## src/rtl/uart_rx.sv

```systemverilog
// uart_rx: MSB-first asynchronous serial receiver, the receive-side partner of uart_tx.
// The bit period and stop-bit mode are latched at each start bit.
module uart_rx (
    input  logic        clk,
    input  logic        rst,
    input  logic        rx,
    input  logic [15:0] bit_duration,
    input  logic [1:0]  stopbits,
    output logic [7:0]  data,
    output logic        data_valid,
    output logic        framing_error,
    output logic        busy
);

    typedef enum logic [2:0] {IDLE, STARTBIT, DATABITS, STOPBIT, WAITHIGH} state_t;

    state_t      state;
    logic [15:0] ctr;
    logic [15:0] bd_q;
    logic [1:0]  sb_q;
    logic [2:0]  bit_ctr;
    logic [7:0]  shreg;
    logic        rx_meta;
    logic        rx_sync;
    logic        rx_sync_d;
    logic [1:0]  sync_fill;
    logic        armed;
    logic [15:0] stop_point;

    // The synchroniser resets high, so a line already low at reset release would look
    // like a falling edge; armed stays low until a genuine high has come through.
    always_ff @(posedge clk) begin
        if (rst) begin
            rx_meta   <= 1'b1;
            rx_sync   <= 1'b1;
            rx_sync_d <= 1'b1;
            sync_fill <= 2'b00;
            armed     <= 1'b0;
        end else begin
            rx_meta   <= rx;
            rx_sync   <= rx_meta;
            rx_sync_d <= rx_sync;
            sync_fill <= {sync_fill[0], 1'b1};
            armed     <= armed | (sync_fill[1] & rx_sync);
        end
    end

    assign stop_point = (sb_q == 2'b00) ? ((bd_q >> 1) + (bd_q >> 2)) : bd_q;
    assign busy       = (state != IDLE);

    always_ff @(posedge clk) begin
        if (rst) begin
            state         <= IDLE;
            ctr           <= '0;
            bit_ctr       <= '0;
            shreg         <= '0;
            bd_q          <= '0;
            sb_q          <= '0;
            data          <= '0;
            data_valid    <= 1'b0;
            framing_error <= 1'b0;
        end else begin
            data_valid    <= 1'b0;
            framing_error <= 1'b0;
            case (state)
                IDLE: begin
                    ctr     <= '0;
                    bit_ctr <= '0;
                    if (armed && !rx_sync && rx_sync_d) begin
                        bd_q  <= bit_duration;
                        sb_q  <= stopbits;
                        state <= STARTBIT;
                    end
                end
                STARTBIT: begin
                    if (ctr == (bd_q >> 1)) begin
                        ctr   <= '0;
                        state <= rx_sync ? IDLE : DATABITS;
                    end else begin
                        ctr <= ctr + 16'd1;
                    end
                end
                DATABITS: begin
                    if (ctr == bd_q) begin
                        shreg   <= {shreg[6:0], rx_sync};
                        ctr     <= '0;
                        bit_ctr <= bit_ctr + 3'd1;
                        if (bit_ctr == 3'd7)
                            state <= STOPBIT;
                    end else begin
                        ctr <= ctr + 16'd1;
                    end
                end
                STOPBIT: begin
                    if (ctr == stop_point) begin
                        data <= shreg;
                        if (rx_sync) begin
                            data_valid <= 1'b1;
                            state      <= IDLE;
                        end else begin
                            framing_error <= 1'b1;
                            state         <= WAITHIGH;
                        end
                    end else begin
                        ctr <= ctr + 16'd1;
                    end
                end
                // A held-low break must not be mistaken for the next start bit.
                WAITHIGH: begin
                    if (rx_sync)
                        state <= IDLE;
                end
                default: state <= IDLE;
            endcase
        end
    end

endmodule

```

## config.mk

```make
export PLATFORM = sky130hd
export DESIGN_NAME = uart_rx
export DESIGN_NICKNAME = d
export VERILOG_FILES = /design/src/rtl/uart_rx.sv
export SDC_FILE = /design/constraint.sdc
export NUM_CORES = 1
export LEC_CHECK = 0
export CAP_MARGIN = 10
export CORE_AREA = 5 5 77 114
export CTS_CLUSTER_DIAMETER = 100
export DETAILED_ROUTE_END_ITERATION = 10
export DIE_AREA = 0 0 82 119
export GPL_TIMING_DRIVEN = 0
export HOLD_SLACK_MARGIN = 0.1
export PLACE_DENSITY = 0.77
export SLEW_MARGIN = 30
export SYNTH_ARGS = -nofsm -noshare
export SYNTH_HDL_FRONTEND = slang
export SYNTH_SLANG_ARGS = --single-unit
```

## constraint.sdc

```tcl
create_clock -name clk -period 4 [get_ports clk]
set_input_delay 0.6 -clock clk [delete_from_list [all_inputs] [get_ports clk]]
set_output_delay 0.6 -clock clk [all_outputs]
set_load 0.01 [all_outputs]
```

==> results.toml <==
[sta]
rsz0062_at_grt = "false"
finalCritPeriodShare_pct = 94.3
relSlewSlack_pct = 47.7
finClkSkew_ns = 0.00468
fin_tns_setup_ns = 0
finalSetupViolCount = 0
max_freq_mhz = 265
slew_violations = 0
whs_ns = 0.409
min_period_ns = 3.77
worst_slew_pin_slew_ns = 0.780
hold_violations = 0

[logic_synthesis]
synth_top_cell_by_area = "dfxtp_1"
yosysMostFrequentCell = "nand2_1"
synthCells = 584
synth-edff-count = 0
syn_area_per_cell_sq_um = 7.65
yosys-top-cells-area = "dfxtp_1, nand2_1, xnor2_1, ha_1, a21oi_1"
yosys_warnings = 0
post-synth-top-area-fraction_pct = 28.7
seq_area_frac_synth_pct = 28.7
syn_area_sq_um = 4470
synth_cell_types = 61
postSynth.asyncResetShare_pct = 0
synth_nets = 624
synth-seq-cells = 64
synthFlopType = "dfxtp_1"
synth_common_cells = "nand2_1, dfxtp_1, nor2_1"

[floorplanning]
die_x_microns = 82
dieArea_sq_um = 9760
start_util_pct = 58.7
core_area_sq_um = 7610
row_count = 39
die_h_microns = 119
io_pins = 32

[global_route]
met2_usage_pct = 55.8
gr-total-overflow = 0
antenna_found_initial = 0
gr-usage-met3_pct = 4.76
grt_pass1_vias = 4874
grt_max_degree = 12
busiest_layer = "met2"
grt_usage_pct = 31.7
grt.met1_usage_pct = 32.9
grt_pass1_wl_mm = 23.9

[finish]
utilization_pct = 69.3
multi_input_area_sq_um = 2990
n_fill_cell = 631
syn_to_final_growth_pct = 18.1
drive_gt1_share_pct = 8.23
seqCellArea_sq_um = 1280
num-nets-final = 667
layout.cells.non_filler = 734
diodes = 0

[worst_setup_path]
end_kind = "flip-flop"
path_max_fanout = 10
crit_arrival_ns = 3.97
critPathRequiredTime_ns = 4.20
crit_path_start_kind = "flip-flop"
slowest_stage = "fa_1"
path_delay_family = "simple AND/OR/NAND/NOR gates"
cp_num_buf_inv = 2
worst-setup-path-type = "flip-flop to flip-flop"
crit_chain = "ha_1, fa_1, a211oi_4, o21a_1, o21ai_1, nand4_1, nand4_1, or3_1, nor4_4, clkbuf_4, buf_6, mux2i_1, nor2_1"
cpPeakStageDelay_ns = 0.48
crit_top_cell = "nand4_1"

[power]
netSwitchingFraction_pct = 22.9
leakage_nw = 2.03
pwr-share-seq_pct = 42.2
power.share.clock_pct = 50.4
p_int_w = 0.00119
ir_worst_vdd_mv = 0.357
p_switching_w = 0.000352
power_frac_comb_pct = 7.4
pwr_density_cell_nw_per_um2 = 292

[worst_hold_path]
worstHoldPathType = "flip-flop to flip-flop"

[routing]
ant_nets = 0
drc_errors = 0
num_vias = 4722
wire_per_inst_microns = 20.1
drt_first_pass_iters = 5
drtIter0Drc = 301
drt_wl_total_mm = 14.8
via_per_inst = 6.43

[clocking]
cts_tree = "done"
path_clk_slew_ns = 0.05
clock_path_buffers = 2
cts_buffers = 9
clk_latency_ns = 0.33
root_buffer = "clkbuf_16"
numClockSinks = 64
htreeDepth = 3
hold_buffers = 0

[placed_design]
dp_cells = 717
dp_hpwl_mm = 11.2
gp_congestion = 0.972
portBuffers = 31

[job]
maxCapViolCount = 0

[outcome]
status = "finished clean"
==> through the flow <==
stage | total power [W] | cell area [sq um] | worst slack [ns]
after floorplan | 0.000722 | 4470 | 0.599
after global placement | 0.000767 | 4910 | 0.0106
after detailed placement | 0.000769 | 4910 | 0.00777
after CTS | 0.00154 | 5220 | 0.000420
after global routing | 0.00158 | 5280 | 0.0227
final | 0.00154 | 5280 | 0.228
==> what timing repair did <==
| action | in CTS | in global routing |
|---|---|---|
| setup buffers | 0 | 2 |
| gates resized for setup | 1 | 11 |
| pin swaps | 0 | 4 |
| setup endpoints to repair | 5 | 22 |
==> layer usage <==
| layer | vias up | share of wire, % |
|---|---|---|
| li1 | 2196 | - |
| met1 | 2232 | 35 |
| met2 | 207 | 53 |
| met3 | 87 | 4.4 |
| met4 | 0 | 7.5 |
| met5 | - | 0 |
==> final timing paths <==
kind            from  endpoint  slack [ns]  cells past startpoint
max          bd_q[1]   data[5]        0.23                     13
min reg2reg  rx_meta   rx_sync        0.41                      1
max reg2reg  bd_q[1]   data[5]        0.23                     13
min          rx_meta   rx_sync        0.41                      1
==> cell type report <==
class	count	share of cell area [%]
plain buffers	45	3.91
clock buffers	11	4.60
clock inverters	5	1.07
inverters	14	0.995
multi-input cells	460	56.6
flip-flops and latches	64	24.3
well taps	102	2.42
repair buffers	33	6.16
==> power by group through the flow <==
| stage | logic [W] | registers (W) | clock network, W |
|---|---|---|---|
| floorplan | 0.0000618 | 0.000661 | 0 |
| global placement | 0.000104 | 0.000662 | 0 |
| detailed placement | 0.000106 | 0.000663 | 0 |
| CTS | 0.000108 | 0.000649 | 0.000779 |
| global route | 0.000123 | 0.000650 | 0.000811 |
| finish | 0.000114 | 0.000650 | 0.000776 |
==> worst register-to-register path, cell delays in order, from the launching register on <==
cell	delay, ns
dfxtp_1	0.37
ha_1	0.28
fa_1	0.48
a211oi_4	0.29
o21a_1	0.29
o21ai_1	0.15
nand4_1	0.12
nand4_1	0.14
or3_1	0.46
nor4_4	0.30
clkbuf_4	0.28
buf_6	0.19
mux2i_1	0.22
nor2_1	0.06
==> cells in the final DEF, fill, tap and decap left out, types with 4 or more instances in the layout <==
cell type and n:
clkbuf_16 9, nand4_1 14, o32a_1 6, a31oi_1 4, inv_1 13, nor3_1 11, buf_2 9, nor2_1 55
ha_1 17, nand4b_1 8, clkbuf_1 33, o21ai_0 17, or3_1 14, nor4_1 5, mux2i_1 17, o22ai_1 4
o211ai_1 13, or2_2 4, o221ai_1 4, nand3_1 27, nand2_1 72, xnor2_1 28, xor2_1 13, dfxtp_1 63
a21o_1 5, clkdlybuf4s50_1 31, o21a_1 7, and3_1 11, a21oi_1 43
==> state kept, by name (all words and copies together), names as in the netlist, 2 cells and up <==
signal and cells:
bit_ctr 3, sb_q 2, sync_fill 2, data 8
ctr 16, shreg 8, bd_q 16, state 3
==> cells by family after synthesis <==
logic type | Yosys count | synth area share (%)
xor gates and xnor gates | 41 | 8.03
adders and majority gates | 19 | 5.49
buffers and inverters | 60 | 5.82
muxes | 17 | 3.81
and+or+nand+nor | 250 | 28.4
DFF | 64 | 28.7
AOI/OAI and AO/OA | 133 | 19.8
No activity file was read; power rests on OpenSTA's default activity.
